[config.mk]
export PLATFORM = sky130hd
export DESIGN_NAME = parking_slot_arbiter
export DESIGN_NICKNAME = d
export VERILOG_FILES = /design/src/rtl/parking_slot_arbiter.sv
export SDC_FILE = /design/constraint.sdc
export NUM_CORES = 1
export LEC_CHECK = 0
export CAP_MARGIN = 40
export CELL_PAD_IN_SITES_DETAIL_PLACEMENT = 0
export CELL_PAD_IN_SITES_GLOBAL_PLACEMENT = 1
export CORE_MARGIN = 2
export CORE_UTILIZATION = 27
export DETAILED_ROUTE_END_ITERATION = 12
export PLACE_DENSITY = 0.55
export SYNTH_ARGS = -nofsm -noshare
export SYNTH_HDL_FRONTEND = slang
export SYNTH_SLANG_ARGS = --single-unit
[constraint.sdc]
create_clock -name clk -period 6 [get_ports clk]
set_clock_uncertainty 0.05 [all_clocks]
set_input_delay 1.5 -clock clk [delete_from_list [all_inputs] [get_ports clk]]
set_output_delay 1.5 -clock clk [all_outputs]
set_load 0.05 [all_outputs]
[src/rtl/parking_slot_arbiter.sv]
// rtl/parking_slot_arbiter.sv - round-robin lane arbiter reserving the lowest free parking bay
// Optional feature macro: RESERVED_SLOT_EN (bay NUM_SLOTS-1 kept for lane 0)
module parking_slot_arbiter #(
    parameter int NUM_LANES   = 4,
    parameter int NUM_SLOTS   = 8,
    parameter int SLOT_W      = 3,
    parameter int TIMEOUT_CYC = 15
) (
    input  logic                 clk,
    input  logic                 reset,
    input  logic [NUM_LANES-1:0] req,
    input  logic [NUM_LANES-1:0] ack,
    input  logic                 rel_valid,
    input  logic [SLOT_W-1:0]    rel_slot,
    output logic [NUM_LANES-1:0] grant,
    output logic [SLOT_W-1:0]    grant_slot,
    output logic [SLOT_W:0]      occupancy,
    output logic                 full,
    output logic                 rel_err,
    output logic                 timeout
);

    localparam int LANE_W = (NUM_LANES > 1) ? $clog2(NUM_LANES) : 1;
    localparam int CNT_W  = $clog2(TIMEOUT_CYC + 1);

`ifdef RESERVED_SLOT_EN
    localparam logic [NUM_SLOTS-1:0] POOL_MASK = {1'b0, {(NUM_SLOTS-1){1'b1}}};
`else
    localparam logic [NUM_SLOTS-1:0] POOL_MASK = {NUM_SLOTS{1'b1}};
`endif

    typedef enum logic [1:0] {
        S_IDLE,
        S_ARB,
        S_GNT
    } state_t;

    state_t               state, state_n;
    logic [NUM_SLOTS-1:0] bitmap, bitmap_n;
    logic [LANE_W-1:0]    rr_ptr, rr_ptr_n;
    logic [LANE_W-1:0]    gnt_lane, gnt_lane_n;
    logic [CNT_W-1:0]     cnt, cnt_n;
    logic [NUM_LANES-1:0] grant_n;
    logic [SLOT_W-1:0]    grant_slot_n;
    logic [SLOT_W:0]      occupancy_n;
    logic                 full_n, rel_err_n, timeout_n;

    logic [NUM_LANES-1:0] eligible;
    logic [NUM_SLOTS-1:0] lane_mask;
    logic [NUM_SLOTS-1:0] free_bays;
    logic [LANE_W-1:0]    pick_lane;
    logic [SLOT_W-1:0]    pick_slot;
    logic                 pick_found, slot_found;
    logic                 idle_go;
    logic                 rel_hit, rel_pending, rel_ok;
    logic [LANE_W-1:0]    rr_after;

    // Arbitration and bay choice are evaluated on the pre-release bitmap.
    always_comb begin
`ifdef RESERVED_SLOT_EN
        eligible = full ? (req & NUM_LANES'(1)) : req;
        idle_go  = ((|req) && !full) || (req[0] && !bitmap[NUM_SLOTS-1]);
`else
        eligible = req;
        idle_go  = (|req) && !full;
`endif
        pick_found = 1'b0;
        pick_lane  = '0;
        for (int k = 0; k < NUM_LANES; k++) begin
            if (!pick_found && eligible[(int'(rr_ptr) + k) % NUM_LANES]) begin
                pick_found = 1'b1;
                pick_lane  = LANE_W'((int'(rr_ptr) + k) % NUM_LANES);
            end
        end
        lane_mask  = (pick_lane == '0) ? {NUM_SLOTS{1'b1}} : POOL_MASK;
        free_bays  = ~bitmap & lane_mask;
        slot_found = 1'b0;
        pick_slot  = '0;
        for (int i = 0; i < NUM_SLOTS; i++) begin
            if (!slot_found && free_bays[i]) begin
                slot_found = 1'b1;
                pick_slot  = SLOT_W'(i);
            end
        end
    end

    always_comb begin
        rel_hit = 1'b0;
        for (int i = 0; i < NUM_SLOTS; i++) begin
            if (rel_slot == SLOT_W'(i) && bitmap[i]) begin
                rel_hit = 1'b1;
            end
        end
        rel_pending = (state == S_GNT) && (rel_slot == grant_slot);
        rel_ok      = rel_valid && rel_hit && !rel_pending;
        rr_after    = LANE_W'((int'(gnt_lane) + 1) % NUM_LANES);
    end

    always_comb begin
        state_n      = state;
        bitmap_n     = bitmap;
        rr_ptr_n     = rr_ptr;
        gnt_lane_n   = gnt_lane;
        cnt_n        = cnt;
        grant_n      = grant;
        grant_slot_n = grant_slot;
        timeout_n    = 1'b0;
        rel_err_n    = rel_valid && !rel_ok;

        for (int i = 0; i < NUM_SLOTS; i++) begin
            if (rel_ok && rel_slot == SLOT_W'(i)) begin
                bitmap_n[i] = 1'b0;
            end
        end

        case (state)
            S_IDLE: begin
                if (idle_go) begin
                    state_n = S_ARB;
                end
            end
            S_ARB: begin
                if (pick_found && slot_found) begin
                    for (int i = 0; i < NUM_SLOTS; i++) begin
                        if (pick_slot == SLOT_W'(i)) begin
                            bitmap_n[i] = 1'b1;
                        end
                    end
                    grant_n      = NUM_LANES'(1) << pick_lane;
                    grant_slot_n = pick_slot;
                    gnt_lane_n   = pick_lane;
                    cnt_n        = '0;
                    state_n      = S_GNT;
                end else begin
                    state_n = S_IDLE;
                end
            end
            S_GNT: begin
                cnt_n = cnt + 1'b1;
                if (ack[gnt_lane]) begin
                    grant_n  = '0;
                    rr_ptr_n = rr_after;
                    state_n  = S_IDLE;
                end else if (!req[gnt_lane] || cnt == CNT_W'(TIMEOUT_CYC - 1)) begin
                    for (int i = 0; i < NUM_SLOTS; i++) begin
                        if (grant_slot == SLOT_W'(i)) begin
                            bitmap_n[i] = 1'b0;
                        end
                    end
                    timeout_n = 1'b1;
                    grant_n   = '0;
                    rr_ptr_n  = rr_after;
                    state_n   = S_IDLE;
                end
            end
            default: begin
                state_n = S_IDLE;
                grant_n = '0;
            end
        endcase

        // Status is derived from the next bitmap so it stays aligned with the registered bitmap.
        occupancy_n = '0;
        for (int i = 0; i < NUM_SLOTS; i++) begin
            occupancy_n = occupancy_n + (SLOT_W + 1)'(bitmap_n[i]);
        end
        full_n = &(bitmap_n | ~POOL_MASK);
    end

    always_ff @(posedge clk or posedge reset) begin
        if (reset) begin
            state      <= S_IDLE;
            bitmap     <= '0;
            rr_ptr     <= '0;
            gnt_lane   <= '0;
            cnt        <= '0;
            grant      <= '0;
            grant_slot <= '0;
            occupancy  <= '0;
            full       <= 1'b0;
            rel_err    <= 1'b0;
            timeout    <= 1'b0;
        end else begin
            state      <= state_n;
            bitmap     <= bitmap_n;
            rr_ptr     <= rr_ptr_n;
            gnt_lane   <= gnt_lane_n;
            cnt        <= cnt_n;
            grant      <= grant_n;
            grant_slot <= grant_slot_n;
            occupancy  <= occupancy_n;
            full       <= full_n;
            rel_err    <= rel_err_n;
            timeout    <= timeout_n;
        end
    end

endmodule

## Word-level counts from Yosys, hierarchy flattened

Index checks and enable logic that the tools add are counted.

| operators by class | value |
|---|---|
| reduce and logical (&&, ||, !) cells | 63 |
| bitwise operators | 5 |
| add/sub/neg operators | 12 |
| mux-type cells | 90 |
| magnitude comparators | 5 |
| equal/unequal tests | 28 |
| shift-type cells | 1 |

Operators by type and width:

| cell | number |
|---|---|
| 2-to-1 mux 1 bit | 57 |
| equality test 3 bit, second input constant | 12 |
| logical AND 1 bit | 32 |
| 2-to-1 mux 8 bit | 3 |
| 2-to-1 mux 2 bit | 10 |
| equality test 3 x 2 -> 1 bit, second input constant | 6 |
| 2-to-1 mux 3 bit | 6 |
| adder 4 x 1 -> 4 bit | 4 |
| 2-to-1 mux 4 bit | 4 |
| case mux 8 bit (2 select lines) | 1 |
| zero test 1 bit | 14 |
| binary-select mux 1 bit (select 2 bit) | 6 |
| less-than comparator 3 x 4 -> 1 bit, second input constant | 3 |
| case mux 4 bit (3 select lines) | 1 |
| equality test 3 x 1 -> 1 bit, second input constant | 3 |
| zero test 3 bit | 3 |
| inverter 8 bit | 1 |
| case mux 4 bit (2 select lines) | 1 |
| AND reduction 2 bit | 4 |
| AND reduction 8 bit | 1 |
| less-than comparator 2 x 3 -> 1 bit, second input constant | 2 |
| case mux 2 bit (3 select lines) | 1 |
| OR reduction 2 bit | 3 |
| adder 2 x 1 -> 2 bit, second input constant | 2 |
| other kinds (19) | 24 |

| storage, ports and cells | value |
|---|---|
| input bits | 14 |
| bits in registers | 32 |
| output and inout port bits | 14 |
| word-level logic and storage cells | 215 |

## Depth between registers and ports, before layout

| depth | value |
|---|---|
| depth in word-level cells | 34 |
| gate-level depth with buffers | 15 |
| depth with buffers taken out | 15 |

## Worst setup path before layout

No wires, ideal clock.

| timing path | value |
|---|---|
| path kind | in2reg |
| from | input port req[3] |
| to | register occupancy[2] |
| cell stages on the path | 12 |
| arrival time | 4,992 ps |
| buffers on the path | 0 |
| path slack | 836 ps |
| library setup time | 123 ps |
| path through | mux4_2 -> a211o_1 -> or3b_1 -> a2bb2oi_2 -> fa_1 -> inv_1 -> fa_1 -> fa_1 -> ha_1 -> inv_1 -> fa_1 -> xnor2_1 |

| on the way | value |
|---|---|
| cells in the longest elaborated chain, start to end | 22 |

RTL lines:

| element | line | text |
|---|---|---|
| start, declared | 11 | `input logic [NUM_LANES-1:0] req,` |
| binary-select mux 1 bit (select 2 bit) | 70 | `if (!pick_found && eligible[(int'(rr_ptr) + k) % NUM_LANES]) begin` |
| 2-to-1 mux 1 bit (implied by the code) | 70 |  |
| 2-to-1 mux 1 bit | 70 |  |
| zero test 1 bit | 70 |  |
| logical AND 1 bit | 70 |  |
| 2-to-1 mux 1 bit | 70 |  |
| zero test 1 bit | 70 |  |
| logical AND 1 bit | 70 |  |
| (+5 left out) | n/a |  |
| 2-to-1 mux 8 bit | 123 | `if (pick_found && slot_found) begin` |
| case mux 8 bit (2 select lines) (*) | 116 | `case (state)` |
| adder 1 x 1 -> 2 bit | 165 | `occupancy_n = occupancy_n + (SLOT_W + 1)'(bitmap_n[i]);` |
| adder 2 x 1 -> 3 bit | 165 |  |
| adder 3 x 1 -> 4 bit | 165 |  |
| adder 4 x 1 -> 4 bit (3 in series) | 165 |  |
| adder 4 x 1 -> 4 bit (*) | 165 |  |
| via occupancy_n[2] | 45 | `logic [SLOT_W:0] occupancy_n;` |
| end signal, assigned | 191 | `occupancy <= occupancy_n;` |
| end, declared | 17 | `output logic [SLOT_W:0] occupancy,` |

The timed path passes the listed nets; every way through them passes the cells marked *. The select of a mux whose other input is x is not followed.
A chain may end at the register's enable or synchronous reset.

## Worst setup path after layout

| timing path | value |
|---|---|
| from | input port req[3] |
| to | register occupancy[1] |

Same word-level chain as after synthesis.

==> impl_metrics.py <==
metrics = {
    "grt": {
        "grt_antenna_before_repair": 0,
        "grt_pass1_vias": 1896,
        "grt_max_degree": 33,
        "groute.usage.overall_pct": 15.29,
        "grt_overflow_total": 0,
        "wire_length_of_the_first_global_routing_pass_um": 10220,
    },
    "setup_path": {
        "crit_arrival_ns": 5.71,
        "criticalPathCategory": "input port to flip-flop",
        "crit_path_start_kind": "input port",
        "crit_path_end_kind": "flip-flop",
        "crit_fanout": 6,
        "critical_path_required_ns": 6.14,
    },
    "sta": {
        "setup_repair_after_global_routing_missed_its_margin": "no",
        "final_period_utilization_pct": 92.94,
        "max_slew.worst_pin.slew_ns": 0.8069,
        "clock.fmax_mhz": 179.3,
        "slew-limit-headroom_pct": 46.04,
        "slew_violations": 0,
        "report.final.hold_viol_count": 0,
        "period_needed_ns": 5.576,
        "fin_setup_tns_ns": 0,
        "final.setup.worst_slack_ns": 0.4238,
        "report.final.setup_viol": 0,
    },
    "die": {
        "floorplan.initialDensity_pct": 28.25,
        "floorplan.core_area_um2": 7807,
        "die_area_um2": 8909,
        "die_width_um": 94.39,
        "num_io_pins": 28,
        "row_count": 32,
        "die-height_um": 94.39,
    },
    "synth": {
        "syn-instance-count": 234,
        "synth.net_count": 261,
        "ys_seq_elements": 32,
        "yosys_most_used_dff": "sky130_fd_sc_hd__dfrtp_1",
        "postSynth.asyncResetShare_pct": 100.0,
        "proportion_of_synthesized_chip_area_in_sequential_cells_pct": 36.30,
        "synth_cell_type_count": 58,
        "mappedNetlistArea_um2": 2206,
        "post_synth_edffs": 0,
        "yosys_warning_count": 0,
        "synthesis.area_per_instance_um2": 9.427,
    },
    "placed_design": {
        "placement.setup.worst_slack_ns": 0.1095,
        "weighted_congestion_reported_at_the_end_of_routability_driven_placement": 0.7579,
        "buffer_ports.inserted": 27,
        "estimated_wirelength_of_the_detail_placed_design_um": 4779,
    },
    "finish": {
        "mostFrequentLayoutCell": "sky130_fd_sc_hd__dfrtp_1",
        "post_route_cells_drive_above_1_share_pct": 10.11,
        "most-common-layout-cells": "sky130_fd_sc_hd__dfrtp_1, sky130_fd_sc_hd__clkdlybuf4s50_1, sky130_fd_sc_hd__nand2_1",
        "design.final.nets": 293,
        "fill_cell_total_of_the_finished_layout": 811,
        "antenna_cells": 0,
        "p_r_area_growth_vs_syn_pct": 23.14,
    },
    "pwr": {
        "power.switching_fraction_pct": 46.13,
        "irDropWorstVdd_mv": 0.08563,
        "p_comb_share_pct": 52.1,
        "power.static_leakage_nw": 1.126,
        "power_per_cell_area_nw_per_um2": 401.8,
        "power_frac_seq_pct": 31.6,
        "clk_network_pwr_share_pct": 16.3,
        "p_sw_uw": 503.4,
        "internal_power_uw": 587.9,
    },
    "cts": {
        "clkLatencyLatePin_ns": 0.29,
        "cts_buffer_depth": 2,
        "cts-resized-gates": 0,
        "clock_sinks": 32,
        "cts_tree": "done",
        "clock_tree.htree_level_count": 2,
        "buffers_inserted_by_post_cts_timing_repair": 0,
        "cts.hold.buffers_added": 0,
        "clock_tree.root_cell": "sky130_fd_sc_hd__clkbuf_8",
        "clk_pin_slew_worst_paths_ns": 0.07,
        "cts_buffers": 5,
    },
    "routing": {
        "routed-via-count": 1881,
        "detailedRoute.firstIterationViolations": 128,
        "detail_route.first_pass.iterations": 4,
        "routed_via_count_divided_by_cell_count": 5.098,
        "routedWlPerCell_um": 16.73,
        "drc": 0,
        "final_antenna_net_count": 0,
        "postRouteWirelength_um": 6174,
    },
    "run_status": {
        "outcome": "completed",
    },
    "run": {
        "cap_violations": 0,
    },
    "hold_path": {
        "holdCritPathClass": "flip-flop to flip-flop",
    },
}
worst paths after layout:
check                             from           end  slack [ns]  cells past startpoint
max in group asynchronous        reset     bitmap[1]        4.03                      3
max reg2reg                gnt_lane[0]  occupancy[1]        1.59                     12
max                             req[3]  occupancy[1]        0.42                     13
min                          rr_ptr[0]     rr_ptr[0]        0.44                      2
min in group asynchronous        reset        cnt[2]        1.56                      3
min reg2reg                  rr_ptr[0]     rr_ptr[0]        0.44                      2
registers in the layout (all words and copies together), names as in the netlist:
name        cells
bitmap          8
cnt             4
full            1
gnt_lane        2
grant           4
grant_slot      3
occupancy       4
rel_err         1
rr_ptr          2
state           2
timeout         1
worst max-delay path, stage by stage:
cell	delay, ns
sky130_fd_sc_hd__clkdlybuf4s50_1	0.47
sky130_fd_sc_hd__mux4_2	0.56
sky130_fd_sc_hd__a211o_1	0.35
sky130_fd_sc_hd__or3b_1	0.39
sky130_fd_sc_hd__a2bb2oi_2	0.25
sky130_fd_sc_hd__fa_1	0.45
sky130_fd_sc_hd__inv_1	0.08
sky130_fd_sc_hd__fa_1	0.42
sky130_fd_sc_hd__fa_1	0.49
sky130_fd_sc_hd__ha_1	0.16
sky130_fd_sc_hd__inv_1	0.06
sky130_fd_sc_hd__fa_1	0.48
sky130_fd_sc_hd__inv_1	0.04
power groups by stage:
stage	Combinational (mW)	Clock, mW	Sequential, mW
floorplan	0.347	0	0.399
global placement	0.575	0	0.349
detailed placement	0.576	0	0.350
CTS	0.578	0.182	0.346
global route	0.638	0.192	0.356
finish	0.568	0.178	0.345
cell type report:
cell class	instances	area, um2	area share [%]
Tap cell	102	127.6	4.698
Inverter	23	86.33	3.178
Clock buffer	8	90.09	3.316
Timing Repair Buffer	35	330.3	12.16
Sequential cell	32	800.8	29.48
Multi-Input combinational cell	169	1281	47.17
cells by family after synthesis:
group	count (synthesis)	synth area share, %
muxes	8	4.991
xor gates and xnor gates	5	1.985
and+or+nand+nor	76	19.34
DFF	32	36.30
adders and majority gates	13	8.735
AOI/OAI and AO/OA	67	23.03
buffers and inverters	33	5.615
per-stage QoR:
| step | instance area [um2] | total power, mW | hold WS, ns | cells | utilization (%) |
|---|---|---|---|---|---|
| 3_3_place_gp | 2626 | 0.9239 | 0.4270 | 361 | 33.64 |
| 4_1_cts | 2716 | 1.105 | 0.4473 | 369 | 34.79 |
| 2_1_floorplan | 2206 | 0.7463 | 0.3998 | 234 | - |
| 6_report | 2716 | 1.091 | 0.4384 | 369 | 34.79 |
| 5_1_grt | 2716 | 1.186 | 0.4704 | 369 | 34.79 |
| 3_5_place_dp | 2626 | 0.9263 | 0.4312 | 361 | 33.64 |
layer usage:
metal  track usage (%)  wire length [um]
met5                 0                 0
met4             3.865                87
met3             3.113               217
met2             26.07              3131
met1             19.86              2738
Yosys cell counts (3+ instances only):
| cell | instances | share of area [%] |
|---|---|---|
| sky130_fd_sc_hd__xnor2_1 | 5 | 2.0 |
| sky130_fd_sc_hd__a41oi_1 | 3 | 1.2 |
| sky130_fd_sc_hd__nand3_1 | 3 | 0.68 |
| sky130_fd_sc_hd__clkbuf_1 | 10 | 1.7 |
| sky130_fd_sc_hd__o221ai_1 | 3 | 1.2 |
| sky130_fd_sc_hd__nand4b_1 | 3 | 1.2 |
| sky130_fd_sc_hd__inv_1 | 23 | 3.9 |
| sky130_fd_sc_hd__o21ai_0 | 13 | 2.9 |
| sky130_fd_sc_hd__a21oi_1 | 9 | 2.0 |
| sky130_fd_sc_hd__mux2_2 | 4 | 2.0 |
| sky130_fd_sc_hd__nand4_1 | 5 | 1.4 |
| sky130_fd_sc_hd__nor3_1 | 5 | 1.1 |
| sky130_fd_sc_hd__dfrtp_1 | 32 | 36 |
| sky130_fd_sc_hd__nor2b_1 | 5 | 1.4 |
| sky130_fd_sc_hd__nand2b_1 | 5 | 1.4 |
| sky130_fd_sc_hd__fa_1 | 4 | 3.6 |
| sky130_fd_sc_hd__a21boi_0 | 3 | 1.0 |
| sky130_fd_sc_hd__ha_1 | 9 | 5.1 |
| sky130_fd_sc_hd__nor2_1 | 5 | 0.85 |
| sky130_fd_sc_hd__and3_1 | 3 | 0.85 |
| sky130_fd_sc_hd__o21a_1 | 3 | 1.0 |
| sky130_fd_sc_hd__nand2_1 | 26 | 4.4 |
| sky130_fd_sc_hd__o2bb2ai_1 | 3 | 1.2 |
No activity file was read; power rests on OpenSTA's default activity.
